--- src/rtl/usr_pkg.sv ---
// Shared definitions for the universal-shift-register serial link:
// mode-select encoding, receiver FSM states and shift direction.
package usr_pkg;

    localparam logic [1:0] SEL_HOLD = 2'b00;
    localparam logic [1:0] SEL_SHR  = 2'b01;
    localparam logic [1:0] SEL_SHL  = 2'b10;
    localparam logic [1:0] SEL_CLR  = 2'b11;

    typedef enum logic {
        ST_IDLE,
        ST_RECV
    } state_t;

    typedef enum logic {
        DIR_RIGHT,
        DIR_LEFT
    } dir_t;

    function automatic logic is_shift(input logic [1:0] sel);
        return (sel == SEL_SHR) || (sel == SEL_SHL);
    endfunction

endpackage

--- src/rtl/usr_bit_counter.sv ---
// Mod-WIDTH bit counter for the deserializer: sync clear, load-to-1,
// increment with wrap, and a terminal-count flag at WIDTH-1.
module usr_bit_counter #(
    parameter  int WIDTH = 4,
    localparam int CNT_W = $clog2(WIDTH)
) (
    input  logic             clk,
    input  logic             reset,
    input  logic             clear,
    input  logic             load_one,
    input  logic             inc,
    output logic [CNT_W-1:0] cnt,
    output logic             tc
);

    assign tc = (cnt == CNT_W'(WIDTH - 1));

    always_ff @(posedge clk) begin
        if (!reset) begin
            cnt <= '0;
        end else if (clear) begin
            cnt <= '0;
        end else if (load_one) begin
            cnt <= CNT_W'(1);
        end else if (inc) begin
            cnt <= tc ? '0 : cnt + CNT_W'(1);
        end
    end

endmodule

--- src/rtl/usr_deserializer.sv ---
// Receive end of the universal-shift-register link: assembles WIDTH-bit
// words from a serial stream and hands them out through a valid/ready buffer.
module usr_deserializer
    import usr_pkg::*;
#(
    parameter  int WIDTH = 4,
    localparam int CNT_W = $clog2(WIDTH)
) (
    input  logic             clk,
    input  logic             reset,
    input  logic [1:0]       sel,
    input  logic             sin,
    input  logic             sin_valid,
    output logic [WIDTH-1:0] out,
    output logic             out_valid,
    input  logic             out_ready,
    output logic [CNT_W-1:0] bit_cnt,
    output logic             frame_err,
    output logic             overrun
);

    state_t           state, state_next;
    dir_t             dir, sel_dir;
    logic [WIDTH-1:0] shreg, shifted, base;
    logic             accept, tc;
    logic             cnt_clear, cnt_load1, cnt_inc;
    logic             mismatch, complete;

    function automatic logic [WIDTH-1:0] shift_bit(input logic [WIDTH-1:0] w,
                                                   input dir_t d, input logic b);
        return (d == DIR_LEFT) ? {w[WIDTH-2:0], b} : {b, w[WIDTH-1:1]};
    endfunction

    assign accept  = sin_valid && is_shift(sel);
    assign sel_dir = (sel == SEL_SHL) ? DIR_LEFT : DIR_RIGHT;

    // A fresh word (from IDLE or after a direction change) starts from zero.
    assign base    = (state == ST_RECV && !mismatch) ? shreg : '0;
    assign shifted = shift_bit(base, sel_dir, sin);

    usr_bit_counter #(.WIDTH(WIDTH)) u_cnt (
        .clk      (clk),
        .reset    (reset),
        .clear    (cnt_clear),
        .load_one (cnt_load1),
        .inc      (cnt_inc),
        .cnt      (bit_cnt),
        .tc       (tc)
    );

    always_ff @(posedge clk) begin
        if (!reset) begin
            state <= ST_IDLE;
        end else begin
            state <= state_next;
        end
    end

    always_comb begin
        state_next = state;
        cnt_clear  = 1'b0;
        cnt_load1  = 1'b0;
        cnt_inc    = 1'b0;
        mismatch   = 1'b0;
        complete   = 1'b0;
        if (sel == SEL_CLR) begin
            state_next = ST_IDLE;
            cnt_clear  = 1'b1;
        end else if (accept) begin
            case (state)
                ST_IDLE: begin
                    cnt_load1  = 1'b1;
                    state_next = ST_RECV;
                end
                ST_RECV: begin
                    if (sel_dir != dir) begin
                        mismatch  = 1'b1;
                        cnt_load1 = 1'b1;
                    end else if (tc) begin
                        complete   = 1'b1;
                        cnt_inc    = 1'b1;
                        state_next = ST_IDLE;
                    end else begin
                        cnt_inc = 1'b1;
                    end
                end
                default: state_next = ST_IDLE;
            endcase
        end
    end

    always_ff @(posedge clk) begin
        if (!reset) begin
            shreg     <= '0;
            dir       <= DIR_RIGHT;
            out       <= '0;
            out_valid <= 1'b0;
            frame_err <= 1'b0;
            overrun   <= 1'b0;
        end else begin
            frame_err <= mismatch;
            if (sel == SEL_CLR) begin
                shreg   <= '0;
                overrun <= 1'b0;
            end else if (accept) begin
                shreg <= shifted;
                dir   <= sel_dir;
            end
            // A buffered word that is being consumed this edge frees the slot.
            if (complete) begin
                if (out_valid && !out_ready) begin
                    overrun <= 1'b1;
                end else begin
                    out       <= shifted;
                    out_valid <= 1'b1;
                end
            end else if (out_valid && out_ready) begin
                out_valid <= 1'b0;
            end
        end
    end

endmodule
--- config.mk ---
export PLATFORM = sky130hd
export DESIGN_NAME = usr_deserializer
export DESIGN_NICKNAME = d
export VERILOG_FILES = /design/src/rtl/usr_pkg.sv /design/src/rtl/usr_bit_counter.sv /design/src/rtl/usr_deserializer.sv
export SDC_FILE = /design/constraint.sdc
export NUM_CORES = 1
export LEC_CHECK = 0
export ABC_CLOCK_PERIOD_IN_PS = 2500
export CORE_UTILIZATION = 40
export CTS_CLUSTER_SIZE = 12
export DETAILED_ROUTE_END_ITERATION = 16
export PLACE_DENSITY = 0.74
export SKIP_LAST_GASP = 1
export SLEW_MARGIN = 10
export SYNTH_ARGS = -nofsm -noshare
export SYNTH_HDL_FRONTEND = slang
export SYNTH_HIERARCHICAL = 1
export SYNTH_SLANG_ARGS = --single-unit
export TNS_END_PERCENT = 5
--- constraint.sdc ---
create_clock -name clk -period 2.5 [get_ports clk]
set_clock_uncertainty 0.2 [all_clocks]
set_input_delay 0.375 -clock clk [delete_from_list [all_inputs] [get_ports clk]]
set_output_delay 0.375 -clock clk [all_outputs]
set_load 0.03 [all_outputs]
# Word-level counts from Yosys, hierarchy flattened
# Index checks and enable logic that the tools add are counted.
# totals
elab_cells	67
reg_bits	15
output_inout_bits	9
in_bits	7
# op_classes
reduce_logical	15
n_mux	32
add_sub_neg	1
bitwise_logic	4
n_eq_ne	6
# ops
cell	count
$mux 1	27
$mux 4	2
$eq 2x2->1 const B	3
$reduce_and 2->1	3
$logic_and 1x1->1	4
$not 1->1	4
$pmux 1 s2	2
$reduce_bool 2->1	2
$reduce_or 2->1	2
$reduce_or 3->1	1
$add 2x1->2 const B	1
$eq 2x1->1 const B	1
$logic_not 1->1	2
$mux 2	1
$ne 2x2->1 const B	1
$logic_or 1x1->1	1
$ne 1x1->1	1

# Logic depth before layout (Yosys ltp)
# depth
depth_word	11
depth_mapped	8
mapped_depth_nobuf	7

# Hierarchy
# The synthesis kept the hierarchy.
# by_module_without_submodules
mod	instances	seq_area_each_um2	cells_each	area_per_inst_um2
usr_deserializer	1	260.2	71	665.6
usr_bit_counter	1	40.0	10	98.8

# Worst setup path before layout
# Ideal clock, no wire load.
# synth_path
kind	input to register
from	in sel[0]
to	reg u_cnt.cnt[0]
n_path_buf	0
cell_stages	6
setup_time_ns	0.074
setup_slack_ns	0.402
arrival_ns	1.823
required_time_ns	2.226
cell_sequence	inv_1 -> ha_1 -> nor3b_2 -> and3_1 -> or3b_1 -> a31oi_1
# synth_between
elab_chain_len	8
word_cells_on_any_way	19
cone_classes	eq/ne (4); mux (11); reduce/logical (4)
# synth_lines
item	line	source
from (decl)	usr_deserializer.sv:11	input logic [1:0] sel,
$eq 2x2->1	usr_pkg.sv:21, usr_deserializer.sv:35	
$mux 1	usr_deserializer.sv:35	assign sel_dir = (sel == SEL_SHL) ? DIR_LEFT : DIR_RIGHT;
$ne 1x1->1	usr_deserializer.sv:76	if (sel_dir != dir) begin
$mux 1	usr_deserializer.sv:76	
$mux 1	usr_deserializer.sv:70	case (state)
$mux 1	usr_deserializer.sv:69	end else if (accept) begin
$mux 1 (*)	usr_deserializer.sv:66	if (sel == SEL_CLR) begin
named net cnt_inc	usr_deserializer.sv:26	logic cnt_clear, cnt_load1, cnt_inc;
$reduce_bool 2->1 (no source line) (*)	--	
to (signal assigned)	usr_bit_counter.sv:26	cnt <= tc ? '0 : cnt + CNT_W'(1);
to (decl)	usr_bit_counter.sv:12	output logic [CNT_W-1:0] cnt,
# The timed path passes the listed nets; every way through them passes the cells marked *.
# A chain may end at the register's enable or synchronous reset.

# Final worst setup path
# layout_path
from	in sel[0]
to	reg out[2]
# layout_between
elab_chain_len	11
word_cells_on_any_way	20
cone_classes	eq/ne (4); mux (11); reduce/logical (5)
# layout_lines
item	line	source
$eq 2x2->1	usr_pkg.sv:21, usr_deserializer.sv:35	
$mux 1	usr_deserializer.sv:35	
$ne 1x1->1	usr_deserializer.sv:76	
$mux 1	usr_deserializer.sv:76	
$mux 1	usr_deserializer.sv:70	
$mux 1	usr_deserializer.sv:69	
$mux 1	usr_deserializer.sv:66	
$logic_not 1->1	usr_deserializer.sv:38	assign base = (state == ST_RECV && !mismatch) ? shreg : '0;
$logic_and 1x1->1	usr_deserializer.sv:38	
$mux 4	usr_deserializer.sv:38	
$mux 4	usr_deserializer.sv:31	return (d == DIR_LEFT) ? {w[WIDTH-2:0], b} : {b, w[WIDTH-1:1]};
to (signal assigned)	usr_deserializer.sv:114	out <= shifted;
to (decl)	usr_deserializer.sv:14	output logic [WIDTH-1:0] out,
# Parallel ways exist; a longest one is shown, timed or not.

==> results.md <==
- CP Data Required Time: 2.47 ns
- TritonRoute pass-1 iters: 4
- Resized Gates After CTS: 0
- Switching Share: 26.97%
- Net Sw Power: ~0.13 mW
- Top Family by Delay on Critical Path: simple AND/OR/NAND/NOR gates
- Root Buffer: clkbuf_4
- Crit share post-route: 88.01%
- Final worst slack: 0.2997 ns
- Die Wd: 45.72 um
- Post-synthesis sequential area ratio: 39.28%
- Crit Path Class: in2reg
- Post-CTS Setup Bufs: 0
- Largest net degree at the start of global routing: 11
- Die Height: 45.72 um
- Run status: finished clean
- Maximum clock frequency: 0.4545 GHz
- Final Hold Fails: 0
- Cells after Synth: 81
- Critical Path AT: 2.17 ns
- Cts hold-fix bufs: 0
- Fraction of layout cells with a size suffix above 1: about 13%
- Post-DP Area: 969.7 um^2
- Hpwl dp: 1.319 mm
- GR Util All Layers: roughly a fifth
- Final setup viols: 0
- Crit path from: sel[0]
- P per Cell Area: 467.0 nW/um^2
- Final ANT Viol Nets: 0
- CTS tree: done
- Register share of total power: 53.5%
- I/O Pins: 16
- Clock tree buffer depth: 2
- Layout area overhead: 30.44%
- Slew @ Worst Pin: 0.3115 ns
- Clock sinks: 15
- Number of DRC violations after detailed-routing iteration 0: 12
- Total CTS buffers: 3
- Antenna violations before repair: 0
- Critical path startpoint category: input pin
- Commonest non-fill, non-tap cells in the layout: dfxtp_1 (15), clkdlybuf4s50_1 (15), nor2b_1 (7)
- Internal: around 0.34 mW
- Core Util, Final: ~57%
- Leak pwr: approximately 0.35 nW
- Slew Viols, Final: 0
- # rows: 15
- FF+latch count, synth: 15
- Max-Cap Viols: 0
- Global-route wire length before repair: 2.739 mm
- Worst slack, placed: -0.01304 ns
- CP Buf/Inv Count: 2
- Worst Hold Class: reg2reg
- Worst skew pair latency: 0.28 ns
- Clock transition at the registers of the reported paths: approximately 0.09 ns
- N_diodes: 0
- Final wirelength: 1.681 mm
- Max-slew headroom: 79.21%
- Flop-to-flop setup slack: 0.88 ns
- Die Area: 2090 um^2
- Post-layout min period: ~2.2 ns
- R2R cell count: 3
- R2R Path End: out[2]
- IO buf count: 15
- DRC: 0
- Post-synthesis cell area: 764.5 um^2
- WL per Instance: between 10 and 15 um
- Synth unique cells: 30
- Largest stage delay on the critical path: about 0.55 ns
- FF-to-FF Start: dir
- Post-route cell area: 997.2 um^2
- Synth warnings: 6
- Max IR drop VDD: 260.2 uV
- Nets: roughly 110
- GR Overflow Total: 0
- GP Congestion: 0.8587
- Worst path slowest cell: or4b_4
- Crit-path cells: clkdlybuf4s50_1 -> inv_1 -> ha_1 -> or4b_4 -> a32oi_1 -> a211oi_1
- Depth of the CTS H-tree: 1
- Syn_area_per_cell: between 9 and 10 um^2
- Vias in the first global route: 628
- Endpoint class of the critical path: flip-flop
- Clock network fraction of total power: 30.5%
- Initial Utilization: 43.33%
- Unrepaired setup endpoints after global routing: no
- Vias per cell: 5.346
- Vias after detailed routing: 679
- Setup crit end: out[2]
- Worst-path maximum fanout: 3
- Gate power share: 16.0%
- CP Depth: 6
- Post-synthesis net count: 91
- Core box area: 1764 um^2
worst min-delay path by stage:
stage             start  endpoint  slack, ns  cells past startpoint
2_1_floorplan  shreg[1]  shreg[1]       0.25                      2
3_3_place_gp    overrun   overrun       0.26                      2
3_5_place_dp    overrun   overrun       0.27                      2
4_1_cts         overrun   overrun       0.29                      2
5_1_grt        shreg[1]  shreg[1]       0.31                      2
6_report        overrun   overrun       0.29                      2
logic make-up after synthesis:
logic type / after synthesis / synth area share [%]
mux: 2 / 2.619
compound gates: 23 / 22.42
simple gates: 30 / 25.37
fa+ha+maj: 3 / 4.911
xor+xnor: 1 / 1.146
flops: 15 / 39.28
buf+inv: 7 / 4.255
power groups by stage:
stage	clock network, mW	logic, mW	registers, mW
3_3_place_gp	0	0.0720	0.254
6_report	0.142	0.0744	0.249
2_1_floorplan	0	0.0409	0.255
3_5_place_dp	0	0.0737	0.255
4_1_cts	0.147	0.0741	0.249
5_1_grt	0.156	0.0811	0.250
flip-flops by register name (all words and copies together) (netlist names):
name       cells
dir            1
frame_err      1
out            4
out_valid      1
overrun        1
shreg          4
state          1
u_cnt/cnt      2
layer usage:
metal	vias up	wire length, um	global-route usage (%)
li1	347	-	-
met1	315	767	23.30
met2	15	829	31.43
met3	2	68	4.762
met4	0	16	5.294
met5	-	0	0
stage by stage:
step	total power, mW	cells	TNS (ns)	hold slack, ns
6_report	0.4657	127	0	0.2857
5_1_grt	0.4874	127	0	0.3106
4_1_cts	0.4699	127	0	0.2901
3_5_place_dp	0.3285	123	-0.01304	0.2665
3_3_place_gp	0.3261	123	0	0.2587
2_1_floorplan	0.2962	81	0	0.2467
tightest hold or removal path, stage by stage, from the launching register on:
cell and delay, ns:
dfxtp_1 0.35, a41oi_1 0.05, nor2_1 0.07
final cells by class:
class                      instances  area [um^2]
clock buffer                       3        22.52
clock inverter                     1        5.005
fill                             173        767.0
inverter                           3        11.26
multi-input combinational         59        431.7
sequential                        15        300.3
tap                               25        31.28
timing repair buffer              21        195.2
synthesized netlist by cell type:
| master | n | area share (%) |
|---|---|---|
| nor2b_1 | 7 | 5.7 |
| nand3_1 | 4 | 2.6 |
| nor3_1 | 2 | 1.3 |
| xnor2_1 | 1 | 1.1 |
| nor3b_2 | 1 | 1.6 |
| a41oi_1 | 5 | 5.7 |
| or3b_1 | 1 | 1.1 |
| a31oi_1 | 1 | 0.82 |
| and2_1 | 1 | 0.82 |
| and4_1 | 1 | 1.1 |
| buf_4 | 1 | 0.98 |
| a32oi_1 | 3 | 3.4 |
| nor2_1 | 3 | 1.5 |
| a41oi_2 | 1 | 2.1 |
| dfxtp_1 | 15 | 39 |
| nand2b_1 | 6 | 4.9 |
| or4b_4 | 1 | 1.8 |
| buf_2 | 2 | 1.3 |
| a211oi_1 | 4 | 3.9 |
| inv_1 | 3 | 1.5 |
| o21ai_1 | 2 | 1.3 |
| ha_1 | 3 | 4.9 |
| nand2_1 | 1 | 0.49 |
| and3_1 | 1 | 0.82 |
| mux2i_1 | 2 | 2.6 |
| o21ai_0 | 2 | 1.3 |
| clkbuf_1 | 1 | 0.49 |
| nand4bb_1 | 1 | 1.5 |
| a311oi_1 | 1 | 1.1 |
| a21oi_1 | 4 | 2.6 |
(Power assumes the default switching activity.)
